===== src/rtl/vfifo_traffic_gen.sv =====
// rtl/vfifo_traffic_gen.sv - AXI-stream pattern generator and checker for the DDR virtual FIFO
//
// Ports:
//   clk_tb, aresetn     : clock and synchronous active-low reset
//   start               : pulse, starts a sequence from IDLE or DONE
//   busy, done          : busy in WR/WR_WAIT/RD, done in DONE
//   m_axis_*            : counting pattern towards the VFIFO slave stream
//   s_axis_*            : VFIFO master stream being checked (tlast ignored)
//   run_count           : completed runs, wraps at 255
//   err_count           : data mismatches, saturates at 0xFFFF
//   timeout_flag        : sticky, a read phase ended on timeout
module vfifo_traffic_gen #(
  parameter int DATA_WIDTH   = 32,
  parameter int DEST_WIDTH   = 1,
  parameter int CHANNELS     = 2,
  parameter int BURST_WORDS  = 128,
  parameter int WRITE_DEPTH  = 4096,
  parameter int READ_DEPTH   = 4096,
  parameter int WAIT_CYCLES  = 0,
  parameter int READ_TIMEOUT = 4096,
  parameter int NR_OF_RUNS   = 2,
  parameter int TLAST_EN     = 1
) (
  input  logic                  clk_tb,
  input  logic                  aresetn,
  input  logic                  start,
  output logic                  busy,
  output logic                  done,
  output logic                  m_axis_tvalid,
  input  logic                  m_axis_tready,
  output logic [DATA_WIDTH-1:0] m_axis_tdata,
  output logic                  m_axis_tlast,
  output logic [DEST_WIDTH-1:0] m_axis_tdest,
  input  logic                  s_axis_tvalid,
  output logic                  s_axis_tready,
  input  logic [DATA_WIDTH-1:0] s_axis_tdata,
  input  logic                  s_axis_tlast,
  input  logic [DEST_WIDTH-1:0] s_axis_tdest,
  output logic [7:0]            run_count,
  output logic [15:0]           err_count,
  output logic                  timeout_flag
);

  localparam int CH_W = (CHANNELS > 1) ? $clog2(CHANNELS) : 1;

  // tlast of the very first beat of a run (burst or run of length one)
  localparam logic FIRST_TLAST = ((TLAST_EN != 0) && (BURST_WORDS == 1)) || (WRITE_DEPTH == 1);

  typedef enum logic [2:0] {
    S_IDLE,
    S_WR,
    S_WR_WAIT,
    S_RD,
    S_DONE
  } state_t;

  state_t                state_q;
  logic [DATA_WIDTH-1:0] wr_seq_q  [CHANNELS];
  logic [DATA_WIDTH-1:0] exp_seq_q [CHANNELS];
  logic [CH_W-1:0]       tdest_q;
  logic [31:0]           beat_cnt_q;
  logic [31:0]           burst_cnt_q;
  logic [31:0]           wait_cnt_q;
  logic [31:0]           rd_cnt_q;
  logic [31:0]           idle_cnt_q;
  logic                  m_tvalid_q;
  logic                  m_tlast_q;
  logic [DATA_WIDTH-1:0] m_tdata_q;
  logic                  s_tready_q;
  logic [7:0]            run_count_q;
  logic [15:0]           err_count_q;
  logic                  timeout_q;

  // The checker does not use tlast; the VFIFO regroups beats anyway.
  logic unused_tlast;
  assign unused_tlast = s_axis_tlast;

  // ---------------------------------------------------------------------------
  // Write side: next word/tdest/tlast as they must look right after a beat,
  // so the registered outputs present the following word on the beat edge.
  // ---------------------------------------------------------------------------
  logic                  wr_beat;
  logic                  burst_end;
  logic                  final_beat;
  logic [CH_W-1:0]       tdest_d;
  logic [31:0]           burst_cnt_d;
  logic [31:0]           beat_cnt_d;
  logic [DATA_WIDTH-1:0] wr_seq_d [CHANNELS];
  logic [DATA_WIDTH-1:0] tdata_d;
  logic                  tlast_d;

  always_comb begin
    wr_beat     = (state_q == S_WR) && m_tvalid_q && m_axis_tready;
    burst_end   = (burst_cnt_q == 32'(BURST_WORDS - 1));
    final_beat  = (beat_cnt_q == 32'(WRITE_DEPTH - 1));
    burst_cnt_d = burst_end ? 32'd0 : burst_cnt_q + 32'd1;
    beat_cnt_d  = beat_cnt_q + 32'd1;

    tdest_d = tdest_q;
    if (burst_end) begin
      tdest_d = (32'(tdest_q) == 32'(CHANNELS - 1)) ? '0 : tdest_q + CH_W'(1);
    end

    for (int i = 0; i < CHANNELS; i++) begin
      wr_seq_d[i] = wr_seq_q[i];
    end
    wr_seq_d[tdest_q] = wr_seq_q[tdest_q] + DATA_WIDTH'(1);

    // After rotation the next word comes from the new channel's counter,
    // which already includes this beat's increment when channels match.
    tdata_d = wr_seq_d[tdest_d];
    tlast_d = ((TLAST_EN != 0) && (burst_cnt_d == 32'(BURST_WORDS - 1))) ||
              (beat_cnt_d == 32'(WRITE_DEPTH - 1));
  end

  // ---------------------------------------------------------------------------
  // Read side: compare against the per-channel expectation
  // ---------------------------------------------------------------------------
  logic            rd_beat;
  logic            ch_ok;
  logic            mismatch;
  logic [CH_W-1:0] ch_idx;
  logic [31:0]     rd_cnt_d;
  logic [31:0]     idle_cnt_d;
  logic [15:0]     err_count_d;
  logic            cnt_exit;
  logic            to_exit;
  logic            last_run;

  always_comb begin
    rd_beat    = (state_q == S_RD) && s_tready_q && s_axis_tvalid;
    ch_idx     = CH_W'(s_axis_tdest);
    ch_ok      = (32'(s_axis_tdest) < 32'(CHANNELS));
    mismatch   = !ch_ok || (s_axis_tdata != exp_seq_q[ch_idx]);
    rd_cnt_d   = rd_beat ? rd_cnt_q + 32'd1 : rd_cnt_q;
    idle_cnt_d = rd_beat ? 32'd0 : idle_cnt_q + 32'd1;

    err_count_d = err_count_q;
    if (rd_beat && mismatch && (err_count_q != 16'hFFFF)) begin
      err_count_d = err_count_q + 16'd1;
    end

    // Count exit has priority: a run that completes on the same cycle the
    // idle counter would expire is not a timeout.
    cnt_exit = (rd_cnt_d == 32'(READ_DEPTH));
    to_exit  = (idle_cnt_d == 32'(READ_TIMEOUT - 1));
    last_run = (NR_OF_RUNS != 0) && ((32'(run_count_q) + 32'd1) == 32'(NR_OF_RUNS));
  end

  // ---------------------------------------------------------------------------
  // Control FSM with registered outputs
  // ---------------------------------------------------------------------------
  always_ff @(posedge clk_tb) begin
    if (!aresetn) begin
      state_q     <= S_IDLE;
      tdest_q     <= '0;
      beat_cnt_q  <= '0;
      burst_cnt_q <= '0;
      wait_cnt_q  <= '0;
      rd_cnt_q    <= '0;
      idle_cnt_q  <= '0;
      m_tvalid_q  <= 1'b0;
      m_tlast_q   <= 1'b0;
      m_tdata_q   <= '0;
      s_tready_q  <= 1'b0;
      run_count_q <= '0;
      err_count_q <= '0;
      timeout_q   <= 1'b0;
      for (int i = 0; i < CHANNELS; i++) begin
        wr_seq_q[i]  <= '0;
        exp_seq_q[i] <= '0;
      end
    end else begin
      case (state_q)
        S_IDLE, S_DONE: begin
          if (start) begin
            state_q     <= S_WR;
            run_count_q <= '0;
            err_count_q <= '0;
            timeout_q   <= 1'b0;
            for (int i = 0; i < CHANNELS; i++) begin
              wr_seq_q[i]  <= '0;
              exp_seq_q[i] <= '0;
            end
            beat_cnt_q  <= '0;
            burst_cnt_q <= '0;
            tdest_q     <= '0;
            m_tdata_q   <= '0;
            m_tlast_q   <= FIRST_TLAST;
            m_tvalid_q  <= 1'b1;
          end
        end

        S_WR: begin
          if (wr_beat) begin
            for (int i = 0; i < CHANNELS; i++) begin
              wr_seq_q[i] <= wr_seq_d[i];
            end
            if (final_beat) begin
              m_tvalid_q  <= 1'b0;
              m_tlast_q   <= 1'b0;
              beat_cnt_q  <= '0;
              burst_cnt_q <= '0;
              tdest_q     <= '0;
              rd_cnt_q    <= '0;
              idle_cnt_q  <= '0;
              s_tready_q  <= 1'b1;
              state_q     <= S_RD;
            end else begin
              beat_cnt_q  <= beat_cnt_d;
              burst_cnt_q <= burst_cnt_d;
              tdest_q     <= tdest_d;
              m_tdata_q   <= tdata_d;
              m_tlast_q   <= tlast_d;
              if (burst_end && (WAIT_CYCLES > 0)) begin
                m_tvalid_q <= 1'b0;
                wait_cnt_q <= '0;
                state_q    <= S_WR_WAIT;
              end
            end
          end
        end

        S_WR_WAIT: begin
          // tvalid went low on the burst-end edge; raise it after
          // WAIT_CYCLES full cycles with the next word already staged.
          if (wait_cnt_q == 32'(WAIT_CYCLES - 1)) begin
            m_tvalid_q <= 1'b1;
            state_q    <= S_WR;
          end else begin
            wait_cnt_q <= wait_cnt_q + 32'd1;
          end
        end

        S_RD: begin
          rd_cnt_q    <= rd_cnt_d;
          idle_cnt_q  <= idle_cnt_d;
          err_count_q <= err_count_d;
          // Resync to the received word so one bad beat is not a cascade.
          if (rd_beat && ch_ok) begin
            exp_seq_q[ch_idx] <= s_axis_tdata + DATA_WIDTH'(1);
          end
          if (cnt_exit || to_exit) begin
            s_tready_q  <= 1'b0;
            run_count_q <= run_count_q + 8'd1;
            if (!cnt_exit) begin
              timeout_q <= 1'b1;
            end
            if (last_run) begin
              state_q <= S_DONE;
            end else begin
              state_q     <= S_WR;
              m_tvalid_q  <= 1'b1;
              m_tdata_q   <= wr_seq_q[0];
              m_tlast_q   <= FIRST_TLAST;
              beat_cnt_q  <= '0;
              burst_cnt_q <= '0;
              tdest_q     <= '0;
            end
          end
        end

        default: begin
          state_q <= S_IDLE;
        end
      endcase
    end
  end

  assign busy          = (state_q == S_WR) || (state_q == S_WR_WAIT) || (state_q == S_RD);
  assign done          = (state_q == S_DONE);
  assign m_axis_tvalid = m_tvalid_q;
  assign m_axis_tdata  = m_tdata_q;
  assign m_axis_tlast  = m_tlast_q;
  assign m_axis_tdest  = DEST_WIDTH'(tdest_q);
  assign s_axis_tready = s_tready_q;
  assign run_count     = run_count_q;
  assign err_count     = err_count_q;
  assign timeout_flag  = timeout_q;

endmodule

===== config.mk =====
export PLATFORM = sky130hd
export DESIGN_NAME = vfifo_traffic_gen
export DESIGN_NICKNAME = d
export VERILOG_FILES = /design/src/rtl/vfifo_traffic_gen.sv
export SDC_FILE = /design/constraint.sdc
export NUM_CORES = 1
export LEC_CHECK = 0
export CORE_MARGIN = 4
export CORE_UTILIZATION = 55
export DETAILED_ROUTE_END_ITERATION = 10
export PLACE_DENSITY = 0.73
export SLEW_MARGIN = 20
export SYNTH_ARGS = -nofsm -noshare
export SYNTH_HDL_FRONTEND = slang
export SYNTH_SLANG_ARGS = --single-unit

===== constraint.sdc =====
create_clock -name clk_tb -period 8.3 [get_ports clk_tb]
set_clock_uncertainty 0.05 [all_clocks]
set_input_delay 1.66 -clock clk_tb [delete_from_list [all_inputs] [get_ports clk_tb]]
set_output_delay 1.66 -clock clk_tb [all_outputs]
set_load 0.01 [all_outputs]

==> metrics <==
outcome finished, final reports clean; Cell Area, Placed roughly 23000 µm²; DR iter-0 viols 1700; Power per Cell Area ~210 nW/µm²; Fmax roughly 0.18 GHz; clock-pin slew on the worst setup and hold paths 60 ps; cts bufs inserted 39; synth cell count leaders nor2_1 (303), nand2_1 (290), dfxtp_1 (225); endpoint class of the critical path flip-flop; routed vias 20030; fin cells 3151; max-slew violations 0; Final Util 62.09%; Ant. Diodes 0; die area around 43000 µm²; syn_nets about 2700; total congestion overflow 0; endpoints failing setup 0; Mapped Avg Cell Area about 8.2 µm²; postcts setup bufs 0; final count of hold timing violations 0; final wirelength 58660 µm; Total Routing Usage GR between 20% and 30%; CP Cell Sequence clkdlybuf4s50_1 > nand4_1 > nor3_1 > and2_1 > and4b_1 > o21ai_0 > nor4b_2 > a211oi_4 > nor2_4 > buf_4 > o221ai_1; Clock Sink Count 353; Initial DRT Pass Iterations 5; Worst Setup Start Kind input port; I/O pin cnt between 100 and 150; Critical Path AT around 5900 ps; core area 38830 µm²; clock root buffer clkbuf_16; post-route cell area 24110 µm²; Max clock buf depth 3; FFs w/ async S/R, synth 0%; Synth area leaders dfxtp_1 (21%), edfxtp_1 (18%), nor2_1 (5.2%); crit path max fanout 37; unique cell type count in the Yosys netlist 87; TritonCTS clock tree yes; Synth top area share around 21%; first-pass GRT wire length between 90000 and 100000 µm; number of max-cap violations 0; starting density of the core about 56%; via/cell ratio about 6.4; worst flop-to-flop path endpoint beat_cnt_q[21]; Max VDD drop roughly 0.18 mV; Reg2Reg Depth 11; hpwl dp between 30000 and 40000 µm; largest area contributor in the netlist dfxtp_1; Worst Path Buf+Inv 2; top-count cell post-synth nor2_1; drt wl/cell ~19 µm; # port buffers 100; DIE HEIGHT 206.7 µm; worst hold endpoint m_axis_tdata[10]; Synth Warn # 0; flop-to-flop setup slack around 3200 ps; worst-margin pin slew around 1100 ps; # hold bufs at CTS 0; Final TNS setup 0 ps; layout cells sized above 1 6.229%; vias in the first global route 18750; fin nets about 2700; largest net degree at the start of global routing 88; min Tclk post-route between 5000 and 6000 ps; Fillers about 3300; flops & latches, synth between 300 and 400; Crit path largest cell delay 780 ps; Slew headroom 29.73%; Tot Pwr 0.005078 W; Synth Instances around 2600; Tcrit/Tclk final 66.75%; H-tree levels 2; row count 72; gpl congestion 0.9154; Hold Startpoint m_axis_tdata[10]; Post-CTS Resized 0; critical path class in2reg; die width between 200 and 250 µm; Worst R2R Start state_q[1]; Cell Area, Synth ~22000 µm²; dominant synthesized flop cell dfxtp_1; post-synthesis sequential area ratio approximately two fifths; WP data required slightly below 9000 ps; Skew-Pair Late Insertion Delay between 500 and 600 ps; Post-DRT Antenna Nets 0; initial antenna violation count 1; hold crit path type reg2reg; DP Cell Count 3079; Worst Hold Path Cells 2; Residual DRC 0; Crit-path slowest cell nor2_4; unrepaired setup endpoints after global routing false; CP top delay family simple AND/OR/NAND/NOR gates; Layout area overhead 11.00%; Leak ~8 nW; Post-synth EDFFs between 100 and 150
-- power breakdown --
group	switching (W)	internal (W)	total (W)
logic	0.000772	0.000413	0.00118
registers	0.000141	0.00200	0.00214
clock network	0.000744	0.00101	0.00176
total	0.00166	0.00342	0.00508
-- kinds of logic (layout without fill, tap and decap cells) --
family / after synthesis / count (layout) / synth area share [%]
buf+inv: 237 / 237 / 4.482
compound gates: 580 / 580 / 17.47
mux: 106 / 106 / 4.920
xor+xnor: 182 / 182 / 7.340
fa+ha+maj: 11 / 11 / 0.6337
simple gates: 1164 / 1164 / 26.72
flops: 353 / 353 / 38.44
-- worst max-delay path by stage --
stage,to,depth (start not counted),startpoint,slack [ps]
after floorplan,wr_seq_q[0][0],2,m_axis_tready,1430
after global placement,beat_cnt_q[21],11,s_axis_tvalid,2260
after detailed placement,beat_cnt_q[21],11,s_axis_tvalid,2230
after CTS,beat_cnt_q[21],11,s_axis_tvalid,2830
after global routing,beat_cnt_q[21],11,s_axis_tvalid,2420
final,beat_cnt_q[21],11,s_axis_tvalid,2760
-- sequential cells by signal, indices dropped and copies added, names as in the netlist, named ones only --
register and flops:
idle_cnt_q 32, m_axis_tvalid 1, exp_seq_q 64, wait_cnt_q 32
burst_cnt_q 32, state_q 3, m_axis_tlast 1, beat_cnt_q 32
rd_cnt_q 32, err_count 16, run_count 8, m_axis_tdata 32
s_axis_tready 1, timeout_flag 1, m_axis_tdest 1, wr_seq_q 64
-- tightest hold or removal path: cells and delay by family, from the launching register on --
family           cells  cell delay [ps]
flip-flops           1              310
AND/OR/NAND/NOR      1               50
multiplexers         1               50
-- layout by cell type (no fill, tap or decap), types with 14 or more instances in the layout --
| cell | n |
|---|---|
| inv_1 | 31 |
| nor3_1 | 90 |
| a31oi_1 | 66 |
| nand3_1 | 117 |
| xnor2_1 | 93 |
| o21a_1 | 15 |
| a311oi_1 | 15 |
| clkbuf_16 | 41 |
| clkdlybuf4s50_1 | 98 |
| edfxtp_1 | 128 |
| and2_1 | 15 |
| xor2_1 | 89 |
| nand4_1 | 79 |
| nor2b_1 | 19 |
| and4_1 | 30 |
| dfxtp_1 | 223 |
| o21ai_0 | 143 |
| nand2_1 | 289 |
| or3_1 | 24 |
| mux2i_1 | 100 |
| nand3b_1 | 14 |
| o31ai_1 | 14 |
| nor2_1 | 302 |
| a211oi_1 | 15 |
| and3_1 | 54 |
| a21oi_1 | 151 |
| o221a_1 | 15 |
| buf_4 | 32 |
| nor4_1 | 56 |
-- layout make-up --
class,instances,area (µm²),share of cell area (%)
Clock inverter,17,136.4,0.5657
Clock buffer,55,1159,4.806
Tap cell,518,648.1,2.689
Sequential cell,353,8351,34.64
Inverter,34,130.1,0.5398
Multi-Input combinational cell,2043,12460,51.67
Timing Repair Buffer,131,1226,5.086
-- stage by stage --
step / hold WS [ps] / worst slack (ps)
3_5_place_dp: 394.9 / 2230
6_report: 406.9 / 2759
2_1_floorplan: 394.9 / 1434
5_1_grt: 420.7 / 2418
3_3_place_gp: 394.0 / 2259
4_1_cts: 409.9 / 2826
-- metal layers --
metal / vias up / wire length (µm) / track usage (%)
met1: 9639 / 25840 / 36.62
li1: 9666 / - / -
met5: - / 13 / 0
met4: 2 / 1637 / 9.679
met3: 111 / 3798 / 3.984
met2: 608 / 27370 / 43.42
No activity file was read; power rests on OpenSTA's default activity.
